## src/rtl/saes_pkg.sv

```systemverilog
// Shared S-AES encryption primitives: S-box, GF(2^4) helpers, nibble helpers
// and the control FSM encoding.
package saes_pkg;

  localparam logic [7:0] RCON1_DEF = 8'h80;
  localparam logic [7:0] RCON2_DEF = 8'h30;

  localparam logic [3:0] SBOX [16] = '{
    4'h9, 4'h4, 4'hA, 4'hB, 4'hD, 4'h1, 4'h8, 4'h5,
    4'h6, 4'h2, 4'h0, 4'h3, 4'hC, 4'hE, 4'hF, 4'h7
  };

  typedef enum logic [2:0] {
    IDLE,
    KEY1,
    KEY2,
    RND1,
    RND2,
    DONE
  } state_e;

  // Multiply by x^2 in GF(2^4) mod x^4+x+1: two reduced doublings.
  function automatic logic [3:0] gf_mul4(input logic [3:0] a);
    logic [3:0] t;
    t = {a[2:0], 1'b0} ^ (a[3] ? 4'h3 : 4'h0);
    return {t[2:0], 1'b0} ^ (t[3] ? 4'h3 : 4'h0);
  endfunction

  function automatic logic [3:0] sub_nib(input logic [3:0] n);
    return SBOX[n];
  endfunction

  function automatic logic [7:0] rot_nib(input logic [7:0] b);
    return {b[3:0], b[7:4]};
  endfunction

endpackage

```

## src/rtl/saes_mix_column_enc.sv

```systemverilog
// Forward S-AES MixColumns on both columns, matrix [1 4; 4 1].
module saes_mix_column_enc
  import saes_pkg::*;
(
  input  logic [15:0] din,
  output logic [15:0] dout
);

  assign dout = {din[15:12] ^ gf_mul4(din[11:8]),
                 gf_mul4(din[15:12]) ^ din[11:8],
                 din[7:4] ^ gf_mul4(din[3:0]),
                 gf_mul4(din[7:4]) ^ din[3:0]};

endmodule

```

## src/rtl/saes_encrypt_core.sv

```systemverilog
// Multi-cycle S-AES encryption: key expansion then two rounds on one shared
// datapath, with valid/ready handshakes on both sides.
module saes_encrypt_core
  import saes_pkg::*;
#(
  parameter logic [7:0] RCON1 = RCON1_DEF,
  parameter logic [7:0] RCON2 = RCON2_DEF
) (
  input  logic        clk,
  input  logic        rst,
  input  logic        in_valid,
  output logic        in_ready,
  input  logic [15:0] in_pt,
  input  logic [15:0] in_key,
  output logic        out_valid,
  input  logic        out_ready,
  output logic [15:0] out_ct,
  output logic        busy
);

  state_e      fsm_q, fsm_d;
  logic [15:0] state_reg;
  logic [15:0] key_reg;
  logic [15:0] k1_reg;
  logic [15:0] k2_reg;
  logic [15:0] ct_reg;
  logic [7:0]  w2, w3, w4, w5;
  logic [15:0] sr_sub;
  logic [15:0] mixed;

  function automatic logic [7:0] sub_byte(input logic [7:0] b);
    return {sub_nib(b[7:4]), sub_nib(b[3:0])};
  endfunction

  function automatic logic [15:0] sub_word(input logic [15:0] s);
    return {sub_byte(s[15:8]), sub_byte(s[7:0])};
  endfunction

  function automatic logic [15:0] shift_row(input logic [15:0] s);
    return {s[15:12], s[3:0], s[7:4], s[11:8]};
  endfunction

  // Key schedule halves, each consumed in its own KEY state.
  assign w2 = key_reg[15:8] ^ RCON1 ^ sub_byte(rot_nib(key_reg[7:0]));
  assign w3 = w2 ^ key_reg[7:0];
  assign w4 = k1_reg[15:8] ^ RCON2 ^ sub_byte(rot_nib(k1_reg[7:0]));
  assign w5 = w4 ^ k1_reg[7:0];

  assign sr_sub = shift_row(sub_word(state_reg));

  saes_mix_column_enc u_mix (
    .din  (sr_sub),
    .dout (mixed)
  );

  assign in_ready  = (fsm_q == IDLE);
  assign out_valid = (fsm_q == DONE);
  assign busy      = (fsm_q != IDLE);
  assign out_ct    = ct_reg;

  always_comb begin
    fsm_d = fsm_q;
    case (fsm_q)
      IDLE:    if (in_valid) fsm_d = KEY1;
      KEY1:    fsm_d = KEY2;
      KEY2:    fsm_d = RND1;
      RND1:    fsm_d = RND2;
      RND2:    fsm_d = DONE;
      DONE:    if (out_ready) fsm_d = IDLE;
      default: fsm_d = IDLE;
    endcase
  end

  always_ff @(posedge clk) begin
    if (rst) begin
      fsm_q     <= IDLE;
      state_reg <= 16'h0000;
      key_reg   <= 16'h0000;
      k1_reg    <= 16'h0000;
      k2_reg    <= 16'h0000;
      ct_reg    <= 16'h0000;
    end else begin
      fsm_q <= fsm_d;
      case (fsm_q)
        IDLE: if (in_valid) begin
          state_reg <= in_pt ^ in_key;
          key_reg   <= in_key;
        end
        KEY1:    k1_reg    <= {w2, w3};
        KEY2:    k2_reg    <= {w4, w5};
        RND1:    state_reg <= mixed ^ k1_reg;
        RND2:    ct_reg    <= sr_sub ^ k2_reg;
        default: ;
      endcase
    end
  end

endmodule

```

## config.mk

```make
export PLATFORM = sky130hd
export DESIGN_NAME = saes_encrypt_core
export DESIGN_NICKNAME = d
export VERILOG_FILES = /design/src/rtl/saes_pkg.sv /design/src/rtl/saes_mix_column_enc.sv /design/src/rtl/saes_encrypt_core.sv
export SDC_FILE = /design/constraint.sdc
export NUM_CORES = 1
export LEC_CHECK = 0
export ABC_CLOCK_PERIOD_IN_PS = 2500
export BUFFER_PORTS_ARGS = -buffer_cell sky130_fd_sc_hd__buf_2
export CELL_PAD_IN_SITES_DETAIL_PLACEMENT = 1
export CELL_PAD_IN_SITES_GLOBAL_PLACEMENT = 1
export CORE_AREA = 4 4 117 119
export CTS_BUF_LIST = sky130_fd_sc_hd__clkbuf_16
export DETAILED_ROUTE_END_ITERATION = 7
export DIE_AREA = 0 0 121 123
export PLACE_DENSITY = 0.87
export SLEW_MARGIN = 5
export SYNTH_ARGS = -nofsm -noshare
export SYNTH_HDL_FRONTEND = slang
export SYNTH_HIERARCHICAL = 1
export SYNTH_SLANG_ARGS = --single-unit
export TNS_END_PERCENT = 100
```

## constraint.sdc

```tcl
create_clock -name clk -period 2.5 [get_ports clk]
set_input_delay 0.375 -clock clk [delete_from_list [all_inputs] [get_ports clk]]
set_output_delay 0.375 -clock clk [all_outputs]
set_load 0.005 [all_outputs]
```

==> out/metrics.yaml <==
syn2layout_area_growth_pct: 13.89
pre_cts_ws_ns: 0.1423
tns_ns: 0
vias_per_cell: 5.461
crit_path_start_kind: "flop"
synth_cells: 665
drive_gt1_frac: 0.1655
io_pins: 55
worst_pin_slew_ns: 0.8521
ys_async_sr_fraction: 0
drt_iter0_drc: 214
fillers: 1506
cp_max_fo: 6
layout.cells.non_filler: 879
drc: 0
ys.flop_type: "dfxtp_1"
rows: 41
vias: 4800
timing.slew.headroom: 0.4319
finalHoldViolations: 0
outcome: "finished, final reports clean"
ys_seq_area_frac: 0.2946
p_total_uw: 5662
syn_area_um2: 5640
cts_buffers: 9
clock_latency_ns: 0.35
period_needed_ns: 2.373
timing.max_cap.violations: 0
synth_warnings: 6
core_um2: 12570
final_common_cell: "nand2_1"
fmax_mhz: 421.4
dieArea_um2: 14880
ant_nets: 0
place_congestion: 0.8249
grt_usage: 0.2282
die_h_um: 123
leakage_uw: 0.002685
clock-skew-final_ns: 0.005615
synth.ff_latch_count: 83
setup_viol: 0
ys_types: 44
drt-total-wl_um: 16470
slew_violations: 0
final_cell_mix: "nand2_1 (83), dfxtp_1 (81), nor2_1 (71), buf_2 (54), a21oi_1 (53)"
port_buffers: 54
wl_per_cell_um: 18.74
die_w_um: 121
hold_class: "in2reg"
clockRootBuffer: "clkbuf_16"
grt_pass1_vias: 5127
grt_max_degree: 49
rsz0062_at_grt: "no"
powerDensity_nw_per_um2: 881.4
final_nets: 789
cp_data_required_time_ns: 2.74
cts.clk_slew.worst_paths_ns: 0.06
overflow: 0
end_kind: "flop"
start_util: 0.4488
vdd_ir_drop_max_uv: 343.6
dp_hpwl_um: 12260
antenna_cells: 0
antenna_found_initial: 0
fin_ws_ns: 0.1272
cp.arrival_ns: 2.61
clk_path_buf_depth: 2
drt_pass1_iterations: 4
cts.sinks: 83
synth_fp_nets: 752
fin_crit_sh: 0.9491
avgSynthCellArea_um2: 8.482
path_class: "reg2reg"
cts_tree: "built"
synth_edf_count: 0
grt_pass1_wl_um: 26300
h-tree-depth: 3
placedCellCount: 863
report_power, final:
| group | switching (uW) | internal [uW] | total (uW) |
|---|---|---|---|
| logic | 1290 | 1140 | 2430 |
| registers | 260 | 1490 | 1750 |
| clock network | 600 | 886 | 1490 |
| total | 2150 | 3510 | 5660 |
area by class of cell:
type,count,area [um2],share of cell area
well taps,172,215.2,0.03350
repair buffers,73,425.4,0.06623
multi-input cells,507,3690,0.5744
clock inverters,7,98.84,0.01539
inverters,28,105.1,0.01636
clock buffers,9,225.2,0.03506
flip-flops and latches,83,1664,0.2591
synth_stat cells, types with 4 or more instances:
library cell  number  area (um2)
dfxtp_1           83        1662
nand2_1           83       311.6
nor2_1            72       270.3
a21oi_1           53       265.3
ha_1              51       638.1
xor2_1            42       367.9
a211oi_1          36       270.3
xnor2_1           33       289.0
clkbuf_1          28       105.1
inv_1             28       105.1
buf_2             18       90.09
nand3b_1          17       127.6
nor3_1            11       55.05
and2_1             8       50.05
o21ai_0            8       40.04
xor3_1             8       190.2
mux2_2             6       67.56
mux2i_1            6       60.06
nand3_1            6       30.03
nand4b_1           6       52.55
nor2b_1            6       37.54
or3_1              6       37.54
or4_1              6       45.04
mux4_2             5       112.6
a31oi_1            4       25.02
o31ai_1            4       30.03
o32ai_1            4       35.03
repair_timing:
action,CTS,global route
resized for setup,0,3
endpoints found under the setup margin,0,2
hold buffers,0,0
setup buffers,0,0
through the flow:
step	util	hold WS (ns)	cell area, um2
finish	0.5111	0.2933	6424
global route	0.5111	0.2873	6424
CTS	0.5104	0.2869	6415
detailed placement	0.4846	0.4491	6091
global placement	0.4846	0.4352	6091
floorplan	-	0.4481	5640
layer usage:
layer | up-vias | track usage | wire length [um]
li1 | 2323 | - | -
met1 | 2362 | 0.2536 | 6512
met2 | 84 | 0.4311 | 8757
met3 | 31 | 0.04026 | 691
met4 | 0 | 0.08924 | 511
met5 | - | 0 | 0
worst paths after layout:
kind / from / end / slack (ns) / cells after the start
max: state_reg[13] / state_reg[10] / 0.13 / 8
max reg2reg: state_reg[13] / state_reg[10] / 0.13 / 8
min reg2reg: out_ct[5] / out_ct[5] / 0.46 / 2
min: in_key[12] / key_reg[12] / 0.29 / 3
kinds of logic (layout without fill, tap and decap cells):
group	Yosys count	count (layout)	synth area share
compound gates	119	119	0.1344
xor+xnor	86	86	0.1588
fa+ha+maj	51	51	0.1131
buf+inv	75	117	0.05524
flops	83	83	0.2946
mux	18	18	0.04725
simple gates	233	233	0.1965
critical path: stages, from the launching register on:
cell	delay, ns
dfxtp_1	0.43
inv_1	0.14
ha_1	0.31
inv_1	0.06
mux4_2	0.54
xor3_1	0.40
xor2_1	0.16
a21oi_1	0.18
nor2_1	0.06
No activity file was read; power rests on OpenSTA's default activity.
